### config.mk
export PLATFORM = sky130hd
export DESIGN_NAME = simple_spi_slave
export DESIGN_NICKNAME = d
export VERILOG_FILES = /design/src/rtl/simple_spi_slave.sv
export SDC_FILE = /design/constraint.sdc
export NUM_CORES = 1
export LEC_CHECK = 0
export CAP_MARGIN = 20
export CELL_PAD_IN_SITES_DETAIL_PLACEMENT = 1
export CELL_PAD_IN_SITES_GLOBAL_PLACEMENT = 1
export CORE_MARGIN = 2
export CORE_UTILIZATION = 43
export DETAILED_ROUTE_END_ITERATION = 7
export PLACE_DENSITY_LB_ADDON = 0.05
export SETUP_SLACK_MARGIN = 0.3
export SLEW_MARGIN = 15
export SYNTH_ARGS = -nofsm -noshare
export SYNTH_HDL_FRONTEND = slang
export SYNTH_SLANG_ARGS = --single-unit
### constraint.sdc
create_clock -name clk_i -period 2.25 [get_ports clk_i]
set_input_delay 0.3375 -clock clk_i [delete_from_list [all_inputs] [get_ports clk_i]]
set_output_delay 0.3375 -clock clk_i [all_outputs]
set_load 0.1 [all_outputs]
### src/rtl/simple_spi_slave.sv
// ============================================================================
// simple_spi_slave : SPI mode-0 slave (8-bit, MSB first) with Wishbone regs
// Revision: 1.0
// ============================================================================
`default_nettype none

module simple_spi_slave #(
    parameter int SYNC_STAGES = 2
) (
    input  logic       clk_i,
    input  logic       rst_i,
    input  logic       cyc_i,
    input  logic       stb_i,
    input  logic       we_i,
    input  logic [1:0] adr_i,
    input  logic [7:0] dat_i,
    output logic [7:0] dat_o,
    output logic       ack_o,
    output logic       inta_o,
    input  logic       sck_i,
    input  logic       ss_n_i,
    input  logic       mosi_i,
    output logic       miso_o
);

    typedef enum logic [0:0] {
        ST_IDLE = 1'b0,
        ST_XFER = 1'b1
    } state_t;

    state_t r_state;
    state_t w_next;

    logic [SYNC_STAGES-1:0] r_sck_sync;
    logic [SYNC_STAGES-1:0] r_ss_sync;
    logic [SYNC_STAGES-1:0] r_mosi_sync;
    logic                   r_sck_d;
    logic                   r_ss_d;

    logic       r_ack;
    logic       r_en;
    logic       r_ie;
    logic       r_rxv;
    logic       r_txf;
    logic       r_ovr;
    logic       r_reload;
    logic [7:0] r_rxdata;
    logic [7:0] r_tx;
    logic [7:0] r_shift;
    logic [7:0] r_rx_sh;
    logic [2:0] r_cnt;

    logic       w_sck;
    logic       w_ss_n;
    logic       w_mosi;
    logic       w_sck_rise;
    logic       w_sck_fall;
    logic       w_ss_fall;
    logic       w_acc;
    logic       w_rx_rd;
    logic       w_tx_wr;
    logic       w_ctrl_wr;
    logic       w_ovr_clr;
    logic       w_enter;
    logic       w_stay;
    logic       w_rise;
    logic       w_fall;
    logic       w_wrap;
    logic       w_load;
    logic [7:0] w_byte;
    logic [7:0] w_rdata;

    // Synchronizers plus one extra stage for edge detection
    always_ff @(posedge clk_i or posedge rst_i) begin
        if (rst_i) begin
            r_sck_sync  <= '0;
            r_ss_sync   <= '1;
            r_mosi_sync <= '0;
            r_sck_d     <= 1'b0;
            r_ss_d      <= 1'b1;
        end else begin
            r_sck_sync  <= {r_sck_sync[SYNC_STAGES-2:0], sck_i};
            r_ss_sync   <= {r_ss_sync[SYNC_STAGES-2:0], ss_n_i};
            r_mosi_sync <= {r_mosi_sync[SYNC_STAGES-2:0], mosi_i};
            r_sck_d     <= r_sck_sync[SYNC_STAGES-1];
            r_ss_d      <= r_ss_sync[SYNC_STAGES-1];
        end
    end

    assign w_sck      = r_sck_sync[SYNC_STAGES-1];
    assign w_ss_n     = r_ss_sync[SYNC_STAGES-1];
    assign w_mosi     = r_mosi_sync[SYNC_STAGES-1];
    assign w_sck_rise = w_sck & ~r_sck_d;
    assign w_sck_fall = ~w_sck & r_sck_d;
    assign w_ss_fall  = ~w_ss_n & r_ss_d;

    // Side effects use the ack cycle, so the master's qualifiers are still valid
    assign w_acc     = r_ack & cyc_i & stb_i;
    assign w_rx_rd   = w_acc & ~we_i & (adr_i == 2'd2);
    assign w_tx_wr   = w_acc & we_i & (adr_i == 2'd3);
    assign w_ctrl_wr = w_acc & we_i & (adr_i == 2'd0);
    assign w_ovr_clr = w_acc & we_i & (adr_i == 2'd1) & dat_i[2];

    always_ff @(posedge clk_i or posedge rst_i) begin
        if (rst_i) begin
            r_ack <= 1'b0;
        end else begin
            r_ack <= cyc_i & stb_i & ~r_ack;
        end
    end

    always_ff @(posedge clk_i or posedge rst_i) begin
        if (rst_i) begin
            r_state <= ST_IDLE;
        end else begin
            r_state <= w_next;
        end
    end

    always_comb begin
        w_next = r_state;
        case (r_state)
            ST_IDLE: if (r_en && w_ss_fall) w_next = ST_XFER;
            ST_XFER: if (!r_en || w_ss_n)   w_next = ST_IDLE;
            default: w_next = ST_IDLE;
        endcase
    end

    assign w_enter = (r_state == ST_IDLE) && (w_next == ST_XFER);
    assign w_stay  = (r_state == ST_XFER) && (w_next == ST_XFER);
    assign w_rise  = w_stay & w_sck_rise;
    assign w_fall  = w_stay & w_sck_fall;
    assign w_wrap  = w_rise & (r_cnt == 3'd7);
    assign w_load  = w_enter | (w_fall & r_reload);
    assign w_byte  = {r_rx_sh[6:0], w_mosi};

    always_ff @(posedge clk_i or posedge rst_i) begin
        if (rst_i) begin
            r_en     <= 1'b0;
            r_ie     <= 1'b0;
            r_rxv    <= 1'b0;
            r_txf    <= 1'b0;
            r_ovr    <= 1'b0;
            r_reload <= 1'b0;
            r_rxdata <= 8'h00;
            r_tx     <= 8'h00;
            r_shift  <= 8'h00;
            r_rx_sh  <= 8'h00;
            r_cnt    <= 3'd0;
        end else begin
            if (w_ctrl_wr) begin
                r_en <= dat_i[0];
                r_ie <= dat_i[1];
            end

            if (w_load) begin
                r_shift <= r_txf ? r_tx : 8'h00;
            end else if (w_fall) begin
                r_shift <= {r_shift[6:0], 1'b0};
            end

            if (w_tx_wr) begin
                r_tx  <= dat_i;
                r_txf <= 1'b1;
            end else if (w_load) begin
                r_txf <= 1'b0;
            end

            if (w_enter) begin
                r_cnt <= 3'd0;
            end else if (w_rise) begin
                r_cnt <= r_cnt + 3'd1;
            end

            if (w_rise) begin
                r_rx_sh <= w_byte;
            end

            if (w_enter || w_fall) begin
                r_reload <= 1'b0;
            end else if (w_wrap) begin
                r_reload <= 1'b1;
            end

            // A same-cycle RXDATA read frees the slot, so the new byte is kept
            if (w_wrap && (!r_rxv || w_rx_rd)) begin
                r_rxdata <= w_byte;
            end

            if (w_wrap) begin
                r_rxv <= 1'b1;
            end else if (w_rx_rd) begin
                r_rxv <= 1'b0;
            end

            if (w_wrap && r_rxv && !w_rx_rd) begin
                r_ovr <= 1'b1;
            end else if (w_ovr_clr) begin
                r_ovr <= 1'b0;
            end
        end
    end

    always_comb begin
        w_rdata = 8'h00;
        if (r_ack && !we_i) begin
            case (adr_i)
                2'd0:    w_rdata = {6'b0, r_ie, r_en};
                2'd1:    w_rdata = {4'b0, (r_state == ST_XFER), r_ovr, r_txf, r_rxv};
                2'd2:    w_rdata = r_rxdata;
                default: w_rdata = 8'h00;
            endcase
        end
    end

    assign dat_o  = w_rdata;
    assign ack_o  = r_ack;
    assign inta_o = r_ie & (r_rxv | r_ovr);
    assign miso_o = (r_state == ST_XFER) & r_shift[7];

endmodule

`default_nettype wire

### Word-level counts from Yosys, hierarchy flattened

Index checks and enable logic that the tools add are counted.

* bits of input ports: 18
* register bits: 50

* bitwise logic cells: 28
* muxes and demuxes: 18
* equal/unequal tests: 4
* add/sub/neg operators: 1
* reductions and logical operators: 21

Operator list (count)
* 2-to-1 mux 8 bit: 4
* case mux 8 bit (3 select lines): 1
* bitwise AND 1 bit: 20
* nonzero test 2 bit: 6
* 2-to-1 mux 1 bit: 10
* logical AND 1 bit: 7
* 2-to-1 mux 3 bit: 2
* inverter 1 bit: 6
* == test 2 bit (second input constant): 2
* zero test 1 bit: 4
* adder 3 x 1 -> 3 bit (second input constant): 1
* == test 3 bit (second input constant): 1
* logical OR 1 bit: 3
* == test 2 x 1 -> 1 bit (second input constant): 1
* zero test 2 bit: 1
* OR 1 bit: 2
* case mux 1 bit (2 select lines): 1

### Logic depth before layout (Yosys ltp)

* depth in word-level cells: 11
* depth in mapped cells: 5
* gate-level depth less buffers: 4

### Worst setup path before layout

No wires, ideal clock.

* kind: reg2out
* start point: reg r_ack (netlist: ack_o)
* end point: out dat_o[0]
* slack: -0.562 ns
* buffers on the path: 0
* arrival time: 2.475 ns
* cell stages (with the launch flop): 3
* path through: dfrtp_1 -> nand2b_1 -> nor2_1

* cells in the longest elaborated chain, start to end: 2

RTL lines
* start, declared: line 40 `logic r_ack;`
* start signal, assigned: line 108 `r_ack <= cyc_i & stb_i & ~r_ack;`
* logical AND 1 bit: line 206 `if (r_ack && !we_i) begin`
* 2-to-1 mux 8 bit: line 206
* end, declared: line 17 `output logic [7:0] dat_o,`

No other way between the ends.

### Final worst setup path

* start point: in we_i
* end point: out dat_o[1]

* cells in the longest elaborated chain, start to end: 3

RTL lines
* start, declared: line 14 `input logic we_i,`
* zero test 1 bit: line 206
* logical AND 1 bit: line 206
* 2-to-1 mux 8 bit: line 206

No other way between the ends.

==> flow_summary.json <==
{
  "status": "complete, no violations",
  "drt_iter0_markers": 74,
  "htree_num_levels": 2,
  "cellLeakagePower_nw": 1.220,
  "hold_ws_ns": 0.3560,
  "drv_slew": 0,
  "p_per_area_mw_per_mm2": 684.1,
  "setup_ws_ns": 0.3902,
  "fill_cells": 504,
  "grt_max_degree": 27,
  "finalCritPeriodShare": 0.8266,
  "overflow": 0,
  "hold_viol_final": 0,
  "tritoncts": "built",
  "maxCapViolations": 0,
  "mostFrequentLayoutCells": "46 x dfrtp_1, 25 x mux2_2, 18 x nand2_1, 15 x nor2_1, 15 x clkdlybuf4s50_1",
  "clock_sinks": 50,
  "area_growth_pct": 27.56,
  "preCtsSetupSlack_ns": 0.1081,
  "grt_pass1_wl_um": 7714,
  "tightestPinTransition_ns": 0.5541,
  "die_height_um": 74.29,
  "yosysTopAreaCell": "dfrtp_1",
  "multi_input_area_um2": 875.8,
  "io_buffer_count": 28,
  "die_w_um": 74.29,
  "final_common_cell": "dfrtp_1",
  "power_mw": 1.854,
  "worst_path_largest_cell_delay_ns": 0.44,
  "initial_utilization": 0.4468,
  "clk_pin_slew_ns": 0.08,
  "num_vias": 1427,
  "yosys_warnings": 0,
  "path_class": "primary input to output pin",
  "setup_viol": 0,
  "postSynthAreaPerCell_um2": 12.14,
  "fmax_mhz": 537.7,
  "routedWlPerCell_um": 16.89,
  "vias_per_cell": 5.152,
  "cts_made_buffers": 5,
  "post_dp_cell_area_mm2": 0.002619,
  "die-area_mm2": 0.005519,
  "async_flop_share": 1.000,
  "antenna_cells": 0,
  "fin_setup_tns_ns": 0,
  "arrival_ns": 1.52,
  "crit_path_end_kind": "output pin",
  "cp.required_ns": 1.91,
  "synth-seq-cells": 50,
  "max_slew_margin": 0.6301,
  "first_pass_iters": 4,
  "syn_nets": 195,
  "yosys_most_used_dff": "dfrtp_1",
  "ir_worst_vdd_uv": 371.1,
  "critPathLaunchType": "primary input",
  "cpMaxStageDelayCell": "clkdlybuf4s50_1",
  "place_hpwl_um": 3506,
  "rsz0062_at_grt": "false",
  "syn_inst": 175,
  "final_layout_size_suffix_gt1_frac": 0.3286,
  "clockRootBuffer": "clkbuf_8",
  "drc": 0,
  "cts_buffer_depth": 2,
  "crit_chain": "clkdlybuf4s50_1, nand2b_1, nor2_4, buf_12",
  "synth-seq-area-share": 0.5907,
  "antenna_found_initial": 0,
  "hold_path.class": "register to register",
  "cp_max_fo": 4,
  "layout.nets": 229,
  "synth_edf_count": 0,
  "seqCellArea_mm2": 0.001256,
  "grt_usage": 0.1911,
  "skew_ns": 0.008278,
  "clk_latency_ns": 0.30,
  "synth_cell_types": 36,
  "final.min_clock_period_ns": 1.860,
  "grt_pass1_vias": 1614,
  "synth_area_leaders": "dfrtp_1 55%, mux2_2 13%, dfstp_2 3.7%",
  "core_region_area_mm2": 0.004755,
  "fin_area_mm2": 0.002710,
  "postRouteAntennaNets": 0,
  "gp_congestion": 0.7767,
  "io_pins": 29,
  "num_rows": 25,
  "syn_area_mm2": 0.002125,
  "wirelength_um": 4679,
  "synthDominantCellAreaShare": 0.5536
}
[area by class of cell]
type | count | area share
clock inverter | 2 | 0.005078
timing repair buffer | 33 | 0.1477
inverter | 2 | 0.002770
multi-input combinational | 117 | 0.3232
sequential | 50 | 0.4635
tap | 67 | 0.03093
clock buffer | 6 | 0.02678
[routing by layer]
| metal | vias to the layer above | routed length [µm] | global-route usage |
|---|---|---|---|
| li1 | 678 | - | - |
| met1 | 731 | 1926 | 0.2154 |
| met2 | 14 | 2626 | 0.3651 |
| met3 | 4 | 84 | 0.03388 |
| met4 | 0 | 41 | 0.05952 |
| met5 | - | 0 | 0 |
[worst max-delay path, delay by kind of cell]
family | cells | cell delay, ns
buffers and inverters | 2 | 0.62
and+or+nand+nor | 2 | 0.56
[sequential cells by signal (all words and copies together), names as in the netlist]
signal       flops
r_ss_d           1
r_en             1
r_rxv            1
r_tx             8
r_sck_d          1
r_ie             1
r_mosi_sync      2
r_ovr            1
r_txf            1
r_reload         1
r_cnt            3
r_state          1
r_rx_sh          7
r_ss_sync        2
ack_o            1
r_shift          8
r_rxdata         8
r_sck_sync       2
[synthesized netlist by cell type (2+ instances only)]
cell       n
dfrtp_1   47
mux2_2    25
nor2_1    19
nand2_1   18
a31oi_1    7
o211ai_1   7
a21oi_1    5
and2_1     5
o21ai_0    4
clkbuf_1   3
dfstp_2    3
nand2b_1   3
a22oi_1    2
ha_1       2
inv_1      2
mux2i_1    2
nor2b_1    2
[path summary, 6_finish.rpt]
path                                 from              to  slack (ns)  cells past startpoint
hold reg to reg            r_mosi_sync[0]  r_mosi_sync[1]        0.36                      0
hold / removal             r_mosi_sync[0]  r_mosi_sync[1]        0.36                      0
setup / recovery                     we_i        dat_o[1]        0.39                      4
min in group asynchronous           rst_i        r_cnt[2]        0.41                      2
max in group asynchronous           rst_i           ack_o        1.32                      3
setup reg to reg                  r_state     r_rxdata[2]        0.53                      5
[what timing repair did]
action,in CTS,in global routing
endpoints found under the setup margin,8,0
resized for setup,4,0
setup buffers,0,0
hold buffers,0,0
[per-stage QoR]
step,utilization,cells
after global routing,0.5700,277
final,0.5700,277
after global placement,0.5508,269
after detailed placement,0.5508,269
after CTS,0.5700,277
after floorplan,-,175
[logic make-up (layout without fill, tap and decap cells)]
group                      Yosys count  after routing  share of synthesized area
muxes                               27             27                     0.1419
xor gates and xnor gates             1              1                   0.004123
DFF                                 50             50                     0.5907
AOI/OAI and AO/OA                   29             29                    0.08775
adders and majority gates            2              2                    0.01178
and+or+nand+nor                     58             58                     0.1467
buffers and inverters                8             43                    0.01708
[power breakdown]
group	internal, mW	leakage (nW)	switching, mW
clock network	0.220	0.0452	0.285
registers	1.00	0.646	0.0746
logic	0.121	0.529	0.151
Note: power is estimated with default switching activity, not from simulation.
